File: config.mk
export PLATFORM = sky130hd
export DESIGN_NAME = utf8_stream_decoder
export DESIGN_NICKNAME = d
export VERILOG_FILES = /design/src/rtl/utf8_stream_decoder.sv
export SDC_FILE = /design/constraint.sdc
export NUM_CORES = 1
export LEC_CHECK = 0
export ABC_AREA = 0
export CAP_MARGIN = 20
export CORE_MARGIN = 2
export CORE_UTILIZATION = 45
export DETAILED_ROUTE_END_ITERATION = 8
export GPL_ROUTABILITY_DRIVEN = 0
export PLACE_DENSITY = 0.68
export RECOVER_POWER = 25
export SYNTH_ARGS = -nofsm -noshare
export SYNTH_HDL_FRONTEND = slang
export SYNTH_SLANG_ARGS = --single-unit
File: constraint.sdc
create_clock -name clk -period 4.2 [get_ports clk]
set_clock_uncertainty 0.1 [all_clocks]
set_input_delay 0.84 -clock clk [delete_from_list [all_inputs] [get_ports clk]]
set_output_delay 0.84 -clock clk [all_outputs]
set_load 0.03 [all_outputs]
File: src/rtl/utf8_stream_decoder.sv
// Streaming UTF-8 byte-to-code-point decoder with per-unit error classification
// and a small output FIFO; valid/ready handshakes on both the byte and code-point sides.
module utf8_stream_decoder #(
  parameter int MAX_LEN    = 4,
  parameter int CHK_RANGE  = 1,
  parameter int ALLOW_SURR = 0,
  parameter int REPLACE    = 1,
  parameter int DEPTH      = 4,
  localparam int AW        = $clog2(DEPTH)
) (
  input  logic          clk,
  input  logic          rst_in,
  input  logic [7:0]    in_data,
  input  logic          in_valid,
  output logic          in_ready,
  input  logic          flush,
  output logic [30:0]   out_cp,
  output logic          out_valid,
  input  logic          out_ready,
  output logic          out_err,
  output logic          out_trunc,
  output logic          out_invalid,
  output logic          out_overlong,
  output logic          out_nonuni,
  output logic          pending,
  output logic [AW:0]   count
);

  typedef enum logic {IDLE, CONT} state_t;

  localparam logic [AW:0] FULL_CNT = (AW+1)'(DEPTH);

  state_t      state, state_nx;
  logic [30:0] acc, acc_nx;
  logic [2:0]  need, need_nx, len, len_nx;

  // Flag order in storage: {trunc, invalid, overlong, nonuni}
  logic [30:0] mem_cp [DEPTH];
  logic [3:0]  mem_fl [DEPTH];
  logic [AW-1:0] wr_ptr, rd_ptr;
  logic [AW:0]   cnt;

  logic        full, is_cont, accept, pop, push, push_err;
  logic [30:0] push_val, store_cp, cat;
  logic [3:0]  push_fl;

  function automatic logic [3:0] classify(input logic [30:0] v, input logic [2:0] l);
    logic [30:0] min_v;
    case (l)
      3'd2:    min_v = 31'h80;
      3'd3:    min_v = 31'h800;
      3'd4:    min_v = 31'h10000;
      3'd5:    min_v = 31'h200000;
      default: min_v = 31'h4000000;
    endcase
    if (v < min_v) return 4'b0010;
    if (ALLOW_SURR == 0 && v >= 31'hD800 && v <= 31'hDFFF) return 4'b0100;
    if (v > 31'h10FFFF) return 4'b0001;
    return 4'b0000;
  endfunction

  always_comb begin
    full     = (cnt == FULL_CNT);
    is_cont  = (in_data[7:6] == 2'b10);
    in_ready = rst_in & ~full & ~((state == CONT) & in_valid & ~is_cont);
    accept   = in_valid & in_ready;
    pop      = (cnt != '0) & out_ready;
    cat      = {acc[24:0], in_data[5:0]};

    push     = 1'b0;
    push_val = {23'b0, in_data};
    push_fl  = 4'b0000;
    state_nx = state;
    acc_nx   = acc;
    need_nx  = need;
    len_nx   = len;

    if (state == IDLE) begin
      if (accept) begin
        if (!in_data[7]) begin
          push = 1'b1;
        end else if (in_data[7:6] == 2'b10) begin
          push    = 1'b1;
          push_fl = 4'b0100;
        end else if (in_data[7:5] == 3'b110) begin
          state_nx = CONT; len_nx = 3'd2; need_nx = 3'd1; acc_nx = {26'b0, in_data[4:0]};
        end else if (in_data[7:4] == 4'b1110) begin
          state_nx = CONT; len_nx = 3'd3; need_nx = 3'd2; acc_nx = {27'b0, in_data[3:0]};
        end else if (in_data[7:3] == 5'b11110) begin
          state_nx = CONT; len_nx = 3'd4; need_nx = 3'd3; acc_nx = {28'b0, in_data[2:0]};
        end else if (MAX_LEN == 6 && in_data[7:2] == 6'b111110) begin
          state_nx = CONT; len_nx = 3'd5; need_nx = 3'd4; acc_nx = {29'b0, in_data[1:0]};
        end else if (MAX_LEN == 6 && in_data[7:1] == 7'b1111110) begin
          state_nx = CONT; len_nx = 3'd6; need_nx = 3'd5; acc_nx = {30'b0, in_data[0]};
        end else begin
          push    = 1'b1;
          push_fl = 4'b0100;
        end
      end
    end else begin
      if (accept) begin
        acc_nx  = cat;
        need_nx = need - 3'd1;
        if (need == 3'd1) begin
          push     = 1'b1;
          push_val = cat;
          push_fl  = classify(cat, len);
          state_nx = IDLE;
          acc_nx   = '0;
          len_nx   = '0;
        end
      end else if (~full & ((in_valid & ~is_cont) | (~in_valid & flush))) begin
        // Offending byte stays on the bus and is decoded from IDLE next cycle.
        push     = 1'b1;
        push_val = acc;
        push_fl  = 4'b1000;
        state_nx = IDLE;
        acc_nx   = '0;
        need_nx  = '0;
        len_nx   = '0;
      end
    end

    push_err = push_fl[3] | push_fl[2] | push_fl[1] | (push_fl[0] & (CHK_RANGE != 0));
    store_cp = (REPLACE != 0 && push_err) ? 31'hFFFD : push_val;
  end

  always_ff @(posedge clk) begin
    if (!rst_in) begin
      state  <= IDLE;
      acc    <= '0;
      need   <= '0;
      len    <= '0;
      wr_ptr <= '0;
      rd_ptr <= '0;
      cnt    <= '0;
    end else begin
      state <= state_nx;
      acc   <= acc_nx;
      need  <= need_nx;
      len   <= len_nx;
      if (push) begin
        mem_cp[wr_ptr] <= store_cp;
        mem_fl[wr_ptr] <= push_fl;
        wr_ptr         <= wr_ptr + 1'b1;
      end
      if (pop) rd_ptr <= rd_ptr + 1'b1;
      case ({push, pop})
        2'b10:   cnt <= cnt + 1'b1;
        2'b01:   cnt <= cnt - 1'b1;
        default: cnt <= cnt;
      endcase
    end
  end

  // Head fields are masked so an empty FIFO presents all zeros.
  always_comb begin
    out_valid    = (cnt != '0);
    count        = cnt;
    pending      = (state == CONT);
    out_cp       = out_valid ? mem_cp[rd_ptr] : '0;
    out_trunc    = out_valid & mem_fl[rd_ptr][3];
    out_invalid  = out_valid & mem_fl[rd_ptr][2];
    out_overlong = out_valid & mem_fl[rd_ptr][1];
    out_nonuni   = out_valid & mem_fl[rd_ptr][0];
    out_err      = out_trunc | out_invalid | out_overlong | (out_nonuni & (CHK_RANGE != 0));
  end

endmodule

==> Word level (Yosys, flattened, before mapping) <==
Memories as Yosys holds them, arrays and structs flattened. A register that Yosys moved wholly into a read port is not among the register bits.
Index checks and enable logic that the tools add are counted.
{ "word_totals": {"register_bits": 45, "mem_bits_rw": 140, "in_bits": 13, "out_inout_bits": 42, "wordCells": 162, "n_memories": 2} }
{ "mem_list": {"columns": ["memory", "depth", "width", "rd", "rd_ports_with_merged_regs", "write_ports", "line_no", "text"], "rows": [
  ["mem_cp", 4, 31, 1, 1, 1, "38", "logic [30:0] mem_cp [DEPTH];"],
  ["mem_fl", 4, 4, 1, 1, 1, "39", "logic [3:0] mem_fl [DEPTH];"]
]} }
{ "op_classes": {"addsub": 5, "magnitude_cmp": 4, "n_eq_ne": 14, "n_mux": 97, "bitwise": 24, "n_reduce_logical": 9} }
{ "op_table": {"columns": ["op", "count"], "rows": [
  ["2-to-1 mux 31 bit", 19],
  ["case mux 27 bit (4 select lines)", 1],
  ["2-to-1 mux 3 bit", 24],
  ["2-to-1 mux 4 bit", 10],
  ["2-to-1 mux 1 bit", 38],
  ["greater-or-equal comparator 31 x 16 -> 1 bit, second input constant", 1],
  ["greater-than comparator 31 x 21 -> 1 bit, second input constant", 1],
  ["less-or-equal comparator 31 x 16 -> 1 bit, second input constant", 1],
  ["< comparator 31 bit", 1],
  ["bitwise AND 1 bit", 13],
  ["== test 3 bit, second input constant", 4],
  ["2-to-1 mux 2 bit", 4],
  ["nonzero test 2 bit", 4],
  ["OR 1 bit", 7],
  ["== test 3 x 2 -> 1 bit, second input constant", 2],
  ["case mux 3 bit (2 select lines)", 1],
  ["AND reduction 6 bit", 1],
  ["subtractor 3 x 1 -> 3 bit, second input constant", 2],
  ["== test 5 bit, second input constant", 1],
  ["AND reduction 5 bit", 1],
  ["adder 2 x 1 -> 2 bit, second input constant", 2],
  ["== test 2 bit, second input constant", 2],
  ["== test 4 bit, second input constant", 1],
  ["NOT 1 bit", 4],
  ["8 further kinds", 8]
]} }

==> Longest topological paths before layout <==
Gate-level depths: netlist of run 1.
{ "logic_depth": {"ltp_word": 32, "ltp_mapped": 13, "ltp_nobuf": 13} }

==> Least setup slack after synthesis of run 1 <==
Ideal clock, no wire load.
{ "synth_timing": {"kind": "in2reg", "startpoint": "in in_valid", "endpoint": "reg cnt[2] (netlist: count[2])", "setup_ns": 0.070, "arrival_ns": 3.108, "t_required_ns": 4.030, "setup_slack_ns": 0.922, "cell_stages": 12, "path_buffers": 1, "cell_sequence": "clkbuf_1 nor2b_1 a31oi_1 a21oi_1 or2_2 inv_1 ha_1 inv_1 fa_1 xor2_1 or3_1 a21oi_1"} }
{ "synth_via": {"elab_chain_len": 9, "elab_cells_between_ends": 18, "classes_between": "eq/ne: 2; mux: 5; bitwise: 10; reduce/logical: 1"} }
{ "synth_rtl": {"columns": ["element", "line_no", "text"], "rows": [
  ["start: declaration", "14", "input logic in_valid,"],
  ["bitwise AND 1 bit / NOT 1 bit (equally long branches)", "65, 112", null],
  ["bitwise AND 1 bit, on equally long branches", "65, 112", null],
  ["NOT 1 bit / OR 1 bit (equally long branches)", "65, 112", null],
  ["bitwise AND 1 bit, on equally long branches", "65, 112", null],
  ["bitwise AND 1 bit / 2-to-1 mux 1 bit (equally long branches)", "66, 112", null],
  ["2-to-1 mux 1 bit, on equally long branches", "79, 101", null],
  ["2-to-1 mux 1 bit *", "78", "if (state == IDLE) begin"],
  ["== test 2 x 1 -> 1 bit / == test 2 bit (equally long branches)", "148", "case ({push, pop})"],
  ["case mux 3 bit (2 select lines) / nonzero test 2 bit (equally long branches)", null, null],
  ["end signal: assignment", "149", "2'b10: cnt <= cnt + 1'b1;"],
  ["end signal: assignment", "150", "2'b01: cnt <= cnt - 1'b1;"],
  ["end signal: assignment", "151", "default: cnt <= cnt;"],
  ["end: declaration", "41", "logic [AW:0] cnt;"]
]} }
Every way passes the cells marked *; elsewhere a longest branch is shown, timed or not.
A chain may end at the register's enable or synchronous reset.

==> Worst setup path after layout of run 1 <==
{ "layout_timing": {"startpoint": "reg len[2]", "endpoint": "mem mem_cp[0][1] (data pin)"} }
{ "layout_via": {"elab_chain_len": 18, "elab_cells_between_ends": 21, "classes_between": "order compare: 1; eq/ne: 4; mux: 13; bitwise: 3"} }
{ "layout_rtl": {"columns": ["element", "line_no", "text"], "rows": [
  ["start: declaration", "35", "logic [2:0] need, need_nx, len, len_nx;"],
  ["start signal: assignment", "141", "len <= len_nx;"],
  ["== test 3 bit / == test 3 x 2 -> 1 bit (equally long branches)", "49", "case (l)"],
  ["case mux 27 bit (4 select lines) *", "49", null],
  ["2-to-1 mux 31 bit *", "104", "if (need == 3'd1) begin"],
  ["2-to-1 mux 31 bit *", "101", "if (accept) begin"],
  ["2-to-1 mux 31 bit *", "78", null],
  ["< comparator 31 bit *", "56", "if (v < min_v) return 4'b0010;"],
  ["2-to-1 mux 1 bit *", "56", null],
  ["2-to-1 mux 1 bit *", "104", null],
  ["[2 not listed]", null, null],
  ["2-to-1 mux 4 bit *", "57", "if (ALLOW_SURR == 0 && v >= 31'hD800 && v <= 31'hDFFF) return 4'b0100;"],
  ["2-to-1 mux 4 bit *", "104", null],
  ["2-to-1 mux 4 bit *", "101", null],
  ["2-to-1 mux 4 bit *", "78", null],
  ["OR 1 bit (2 in series)", "124", "push_err = push_fl[3] | push_fl[2] | push_fl[1] | (push_fl[0] & (CHK_RANGE != 0));"],
  ["OR 1 bit *", "124", null],
  ["2-to-1 mux 31 bit *", "125", "store_cp = (REPLACE != 0 && push_err) ? 31'hFFFD : push_val;"],
  ["net store_cp[1]", "44", "logic [30:0] push_val, store_cp, cat;"],
  ["end: declaration", "38", null]
]} }
Mark *: on every way through the listed nets, which the timed path passes. The rest lies on a longest branch. The select of a mux whose other input is x is not followed.

==> results.toml, run 1 <==
[sta]
fmax_mhz = 255
fin_setup_tns_ns = 0
finalCritPeriodShare_pct = 93.4
setup_slack_ns = 0.276
slew_viol_final = 91
hold_viol = 0
maxSlewHeadroom_pct = -15.4
period_minus_slack_ns = 3.92
final-setup-viol-count = 0
tightest_slew_ns = 1.73
rsz0062_at_grt = "false"

[synthesis]
seq_area_frac_synth_pct = 64.8
yosysWarningCount = 0
synthDistinctLibCells = 66
yosysTopAreaCellShare_pct = 54.2
synth.avg_cell_area_um2 = 14.7
yosys-top-cells-area = "edfxtp_1, dfxtp_1, mux4_2, and2_1, a22oi_1"
synth_edf_count = 140
syn_area_um2 = 7760
ys_async_sr_fraction_pct = 0
synth_common_cells = "edfxtp_1, and2_1, dfxtp_1, nor2_1, mux4_2"
yosysTopAreaCell = "edfxtp_1"
synth_seq_cells = 181
synth-main-ff-cell = "edfxtp_1"
synth_most_common_cell = "edfxtp_1"
syn_inst = 529

[global_route]
grt-ovfl-total = 0
grt_max_degree = 39
grt_pass1_vias = 4702
track_usage_pct = 18.3
grtUsageMet3_pct = 4.00
gr-max-usage-layer = "met2"
antenna_found_initial = 0
grt_pass1_wl_mm = 25.3
grtUsageMet1_pct = 24.6
grt_util_met2_pct = 29.3

[pwr]
p_leak_nw = 3.15
peakVddDrop_uv = 342
power_density_nw_per_um2 = 561

[routing]
antenna_left = 0
first_iter_violations = 350
drt-pass1-iter-count = 5
via_per_inst = 5.45
drc = 0
via_count = 4696
avgRoutedWirePerCell_um = 18.0
routed_wl_mm = 15.5

[place]
placed_cell_area_um2 = 8730
port_buffers = 54
post-place-ws_ns = 0.275
place_inst = 830
dpl.hpwl_mm = 9.85

[cts]
htreeDepth = 4
cts_tree = "yes"
hold_buffers = 0
root_buffer = "clkbuf_16"
postCtsSetupRepairBufs = 0
cts_resized = 0
clk_path_buf_depth = 2
clkTransAtPathRegs_ns = 0.07
clk_latency_ns = 0.43
cts_buffers = 17
numClockSinks = 181

[die]
ioPinCount = 55
rows = 48
start_util_pct = 45.5
die_w_um = 135
fp.dieH_um = 135
design.core.area_um2 = 17100
die_area_um2 = 18300

[cells_and_area]
seqCellArea_um2 = 5030
final.fill_count = 1423
multi_input_area_um2 = 2670
drive_gt1_share_pct = 14.4
syn2layout_area_growth_pct = 19.6
layout.cells.non_filler = 862
nets = 649
antenna_cells = 0
final_area_um2 = 9280

[hold_path]
hold_path_class = "register to register"

[critical_path]
cp.arrival_ns = 3.99
critPathTopFamily = "compound AO/OA/AOI/OAI gates"
cp-start-kind = "register"
path_depth = 6
cp-startpoint = "len[2]"
critPathKind = "register to register"
cp-end-kind = "register"
required_ns = 4.27
reg2reg_depth = 6
reg2reg_to = "mem_cp[0][1]"
cp_num_buf_inv = 0
critPathMaxFanout = 13
crit_slowest_cell = "a221oi_1"
rr_startpoint = "len[2]"
cp-endpoint = "mem_cp[0][1]"
worstPathCellList = "or3b_2 > ha_1 > a211o_1 > a221oi_1 > o31ai_2 > and3_1"
r2r_slack_ns = 0.28
max_stage_delay_ns = 1.36

[outcome]
status = "complete, but fails checks"
violations = "capacitance limit, slew limit"

[job]
max_cap_viol_count = 2
[area by class of cell]
type                    count  share of cell area [%]
flip-flops and latches    181                    54.1
multi-input cells         340                    28.8
repair buffers             68                    6.94
clock buffers              21                    5.30
well taps                 225                    3.03
clock inverters            11                    1.19
inverters                  16                   0.647
[state kept, by name, summed over array words and instances (netlist names), named ones only]
| name | cells |
|---|---|
| mem_fl | 16 |
| need | 3 |
| rd_ptr | 2 |
| len | 3 |
| wr_ptr | 2 |
| acc | 25 |
| pending | 1 |
| mem_cp | 124 |
| count | 3 |
[cell usage in the layout (no fill, tap or decap), types with 8 or more instances in the layout]
master,netlist,layout
a21oi_1,15,15
a22oi_1,21,21
and2_1,41,40
and3_1,11,11
buf_4,0,9
clkbuf_16,0,18
clkdlybuf4s50_1,0,48
conb_1,1,40
dfxtp_1,41,40
edfxtp_1,140,140
ha_1,11,11
inv_1,15,16
mux4_2,35,35
nand2_1,11,11
nand3_1,8,8
nor2_1,40,40
nor4_1,10,10
o21ai_1,9,8
[tightest hold or removal path, stage by stage, from the launching register on]
cell and delay [ns]:
dfxtp_1 0.34, nand2_1 0.06, a21oi_1 0.05
[worst min path at each step]
stage	startpoint	slack [ns]	endpoint	cells after the start
after floorplan	acc[0]	0.36	acc[0]	2
after global placement	acc[0]	0.38	acc[0]	2
after detailed placement	acc[0]	0.39	acc[0]	2
after CTS	need[2]	0.40	need[2]	2
after global routing	acc[4]	0.44	acc[4]	2
final	acc[0]	0.40	acc[0]	2
[power breakdown]
| group | switching [W] | internal, W | total (W) |
|---|---|---|---|
| Combinational | 0.000880 | 0.000703 | 0.00158 |
| Sequential | 0.0000611 | 0.00199 | 0.00205 |
| Clock | 0.000668 | 0.000911 | 0.00158 |
[routing by layer]
| metal | vias up | share of wire (%) |
|---|---|---|
| met5 | - | 0 |
| met4 | 0 | 2.0 |
| met3 | 19 | 5.4 |
| met2 | 145 | 48 |
| met1 | 2328 | 44 |
| li1 | 2204 | - |
[cells by family (layout without fill, tap and decap cells)]
kind of cell	count (synthesis)	count (layout)	synth area share, %
AO/OA/AOI/OAI	82	82	7.79
multiplexers	37	37	10.4
flip-flops	181	181	64.8
adder cells (fa/ha/maj)	12	12	2.03
AND/OR/NAND/NOR	164	164	11.9
other	1	40	0.0483
XOR/XNOR	5	5	0.564
buffers and inverters	47	116	2.43
[metrics by stage]
step | hold WS (ns) | util (%) | total power [W]
CTS | 0.403 | 54.7 | 0.00527
detailed placement | 0.388 | 51.2 | 0.00371
global placement | 0.377 | 51.2 | 0.00368
floorplan | 0.358 | - | 0.00313
finish | 0.403 | 54.4 | 0.00521
global route | 0.437 | 54.4 | 0.00543
(Power assumes the default switching activity.)
==> run 2, diff against run 1 <==
--- a/config.mk
+++ b/config.mk
@@ -13,6 +13,7 @@
 export GPL_ROUTABILITY_DRIVEN = 0
 export PLACE_DENSITY = 0.68
 export RECOVER_POWER = 25
+export SKIP_CTS_REPAIR_TIMING = 1
 export SYNTH_ARGS = -nofsm -noshare
 export SYNTH_HDL_FRONTEND = slang
 export SYNTH_SLANG_ARGS = --single-unit
==> results of run 2 <==
Same layout as run 1: the final DEF is identical, and so are final timing and power.
==> run 3, diff against run 2 <==
--- a/config.mk
+++ b/config.mk
@@ -6,12 +6,13 @@
 export NUM_CORES = 1
 export LEC_CHECK = 0
 export ABC_AREA = 0
+export ABC_CLOCK_PERIOD_IN_PS = 4200
 export CAP_MARGIN = 20
 export CORE_MARGIN = 2
-export CORE_UTILIZATION = 45
+export CORE_UTILIZATION = 58
 export DETAILED_ROUTE_END_ITERATION = 8
 export GPL_ROUTABILITY_DRIVEN = 0
-export PLACE_DENSITY = 0.68
+export PLACE_DENSITY = 0.83
 export RECOVER_POWER = 25
 export SKIP_CTS_REPAIR_TIMING = 1
 export SYNTH_ARGS = -nofsm -noshare
==> run 3 against run 2 <==
The flow still finishes with violations (capacitance limit, slew limit). Clock-buffer cell count is 2 lower. Fmax fell by 1.4%. Clock power grew 5%. Cell count fell by 4.9%. Global-route usage is 4.5 points higher. Design area about the same. Routed wire length increased by 1.0%. Total power grew 2.0%. Critical path depth is the same. Setup slack got worse by 0.057 ns. First-iteration DRC count grew 35%. Register-to-register slack got worse by 0.06 ns.
==> results.toml, run 3 (synthesis gave the netlist of run 1 again) <==
[cts]
htreeDepth = 4
cts_buffers = 17
clk_path_buf_depth = 2
root_buffer = "clkbuf_16"
clk_latency_ns = 0.43
numClockSinks = 181
cts_tree = "yes"
clkTransAtPathRegs_ns = 0.07

[die]
design.core.area_um2 = 13100
rows = 42
ioPinCount = 55
fp.dieH_um = 120
die_area_um2 = 14300
die_w_um = 120
start_util_pct = 59.1

[critical_path]
cp.arrival_ns = 4.04
r2r_slack_ns = 0.22
max_stage_delay_ns = 1.34
cp-end-kind = "register"
critPathMaxFanout = 13
critPathKind = "register to register"
cp-start-kind = "register"
rr_startpoint = "len[2]"
required_ns = 4.26
critPathTopFamily = "compound AO/OA/AOI/OAI gates"
reg2reg_to = "mem_cp[0][1]"
crit_slowest_cell = "a221oi_1"
worstPathCellList = "or3b_2 > ha_1 > a211o_1 > a221oi_1 > o31ai_2 > and3_1"
cp_num_buf_inv = 0
reg2reg_depth = 6

[sta]
maxSlewHeadroom_pct = -12.8
period_minus_slack_ns = 3.98
fin_setup_tns_ns = 0
hold_viol = 0
rsz0062_at_grt = "false"
finalCritPeriodShare_pct = 94.8
slew_viol_final = 52
fmax_mhz = 251
final-setup-viol-count = 0
tightest_slew_ns = 1.69
hold_ws_ns = 0.396
setup_slack_ns = 0.220

[outcome]
status = "complete, but fails checks"
violations = "capacitance limit, slew limit"

[hold_path]
hp-start = "acc[0]"
hold_end = "acc[0]"
hold_path_class = "register to register"
min_path_cells = 2

[routing]
first_iter_violations = 472
drc = 0
via_per_inst = 5.94
routed_wl_mm = 15.7
drt-pass1-iter-count = 5
antenna_left = 0
via_count = 4867
avgRoutedWirePerCell_um = 19.1

[global_route]
grtUsageMet3_pct = 4.90
grt_max_degree = 39
grt_pass1_wl_mm = 24.8
grtUsageMet1_pct = 29.5
antenna_found_initial = 0
grt_util_met2_pct = 38.1
track_usage_pct = 22.8
grt-ovfl-total = 0
grt_pass1_vias = 4870
gr-max-usage-layer = "met2"

[place]
port_buffers = 54
post-place-ws_ns = 0.270
dpl.hpwl_mm = 10.0
place_inst = 788

[cells_and_area]
layout.cells.non_filler = 820
syn2layout_area_growth_pct = 19.5
antenna_cells = 0
reg.largest.list = "mem_cp: 124 flops, acc: 25 flops, mem_fl: 16 flops"
final_common_cell = "edfxtp_1"
drive_gt1_share_pct = 14.9
nets = 656
largest_reg_flops = 124
top_register = "mem_cp"
layout_common_cells = "edfxtp_1, clkdlybuf4s50_1, nor2_1, dfxtp_1, conb_1"

[job]
max_cap_viol_count = 1

[pwr]
power_density_nw_per_um2 = 573
peakVddDrop_uv = 439
p_leak_nw = 3.17
run 3: how the worst max path moves through the flow:
stage | cells past startpoint | start | endpoint | slack (ns)
after floorplan | 12 | in_valid | count[2] | 0.92
after global placement | 12 | in_data[7] | count[2] | 0.41
after detailed placement | 12 | in_data[7] | count[2] | 0.27
after CTS | 4 | count[2] | out_err | 0.38
after global routing | 6 | len[2] | mem_cp[0][1] | 0.15
final | 6 | len[2] | mem_cp[0][1] | 0.22
run 3: through the flow:
step / power [W] / cell area (µm²) / util [%]
CTS: 0.00536 / 9330 / 71.0
detailed placement: 0.00371 / 8700 / 66.2
floorplan: 0.00313 / 7910 / -
global route: 0.00552 / 9280 / 70.6
global placement: 0.00368 / 8700 / 66.2
finish: 0.00531 / 9280 / 70.6
run 3: layer usage:
layer  wire [µm]  vias to the layer above
met5           0                        -
met4         404                        0
met3         882                       30
met2        7830                      216
met1        6570                     2406
li1            -                     2215
run 3: final cells by class:
type	count	area (µm²)
timing repair buffer	75	676
tap	176	220
sequential	181	5030
clock inverter	13	155
fill	874	3860
multi-input combinational	340	2660
inverter	16	60.1
clock buffer	19	475
run 3: tightest hold or removal path, delay by kind of cell, from the launching register on:
kind	cells	cell delay [ns]
AOI/OAI and AO/OA	1	0.05
DFF	1	0.34
and+or+nand+nor	1	0.06
run 3: power breakdown:
part	switching, W	internal (W)	total [W]
sequential	0.0000456	0.00199	0.00203
clock	0.000699	0.000965	0.00166
combinational	0.000908	0.000711	0.00162
total	0.00165	0.00366	0.00531
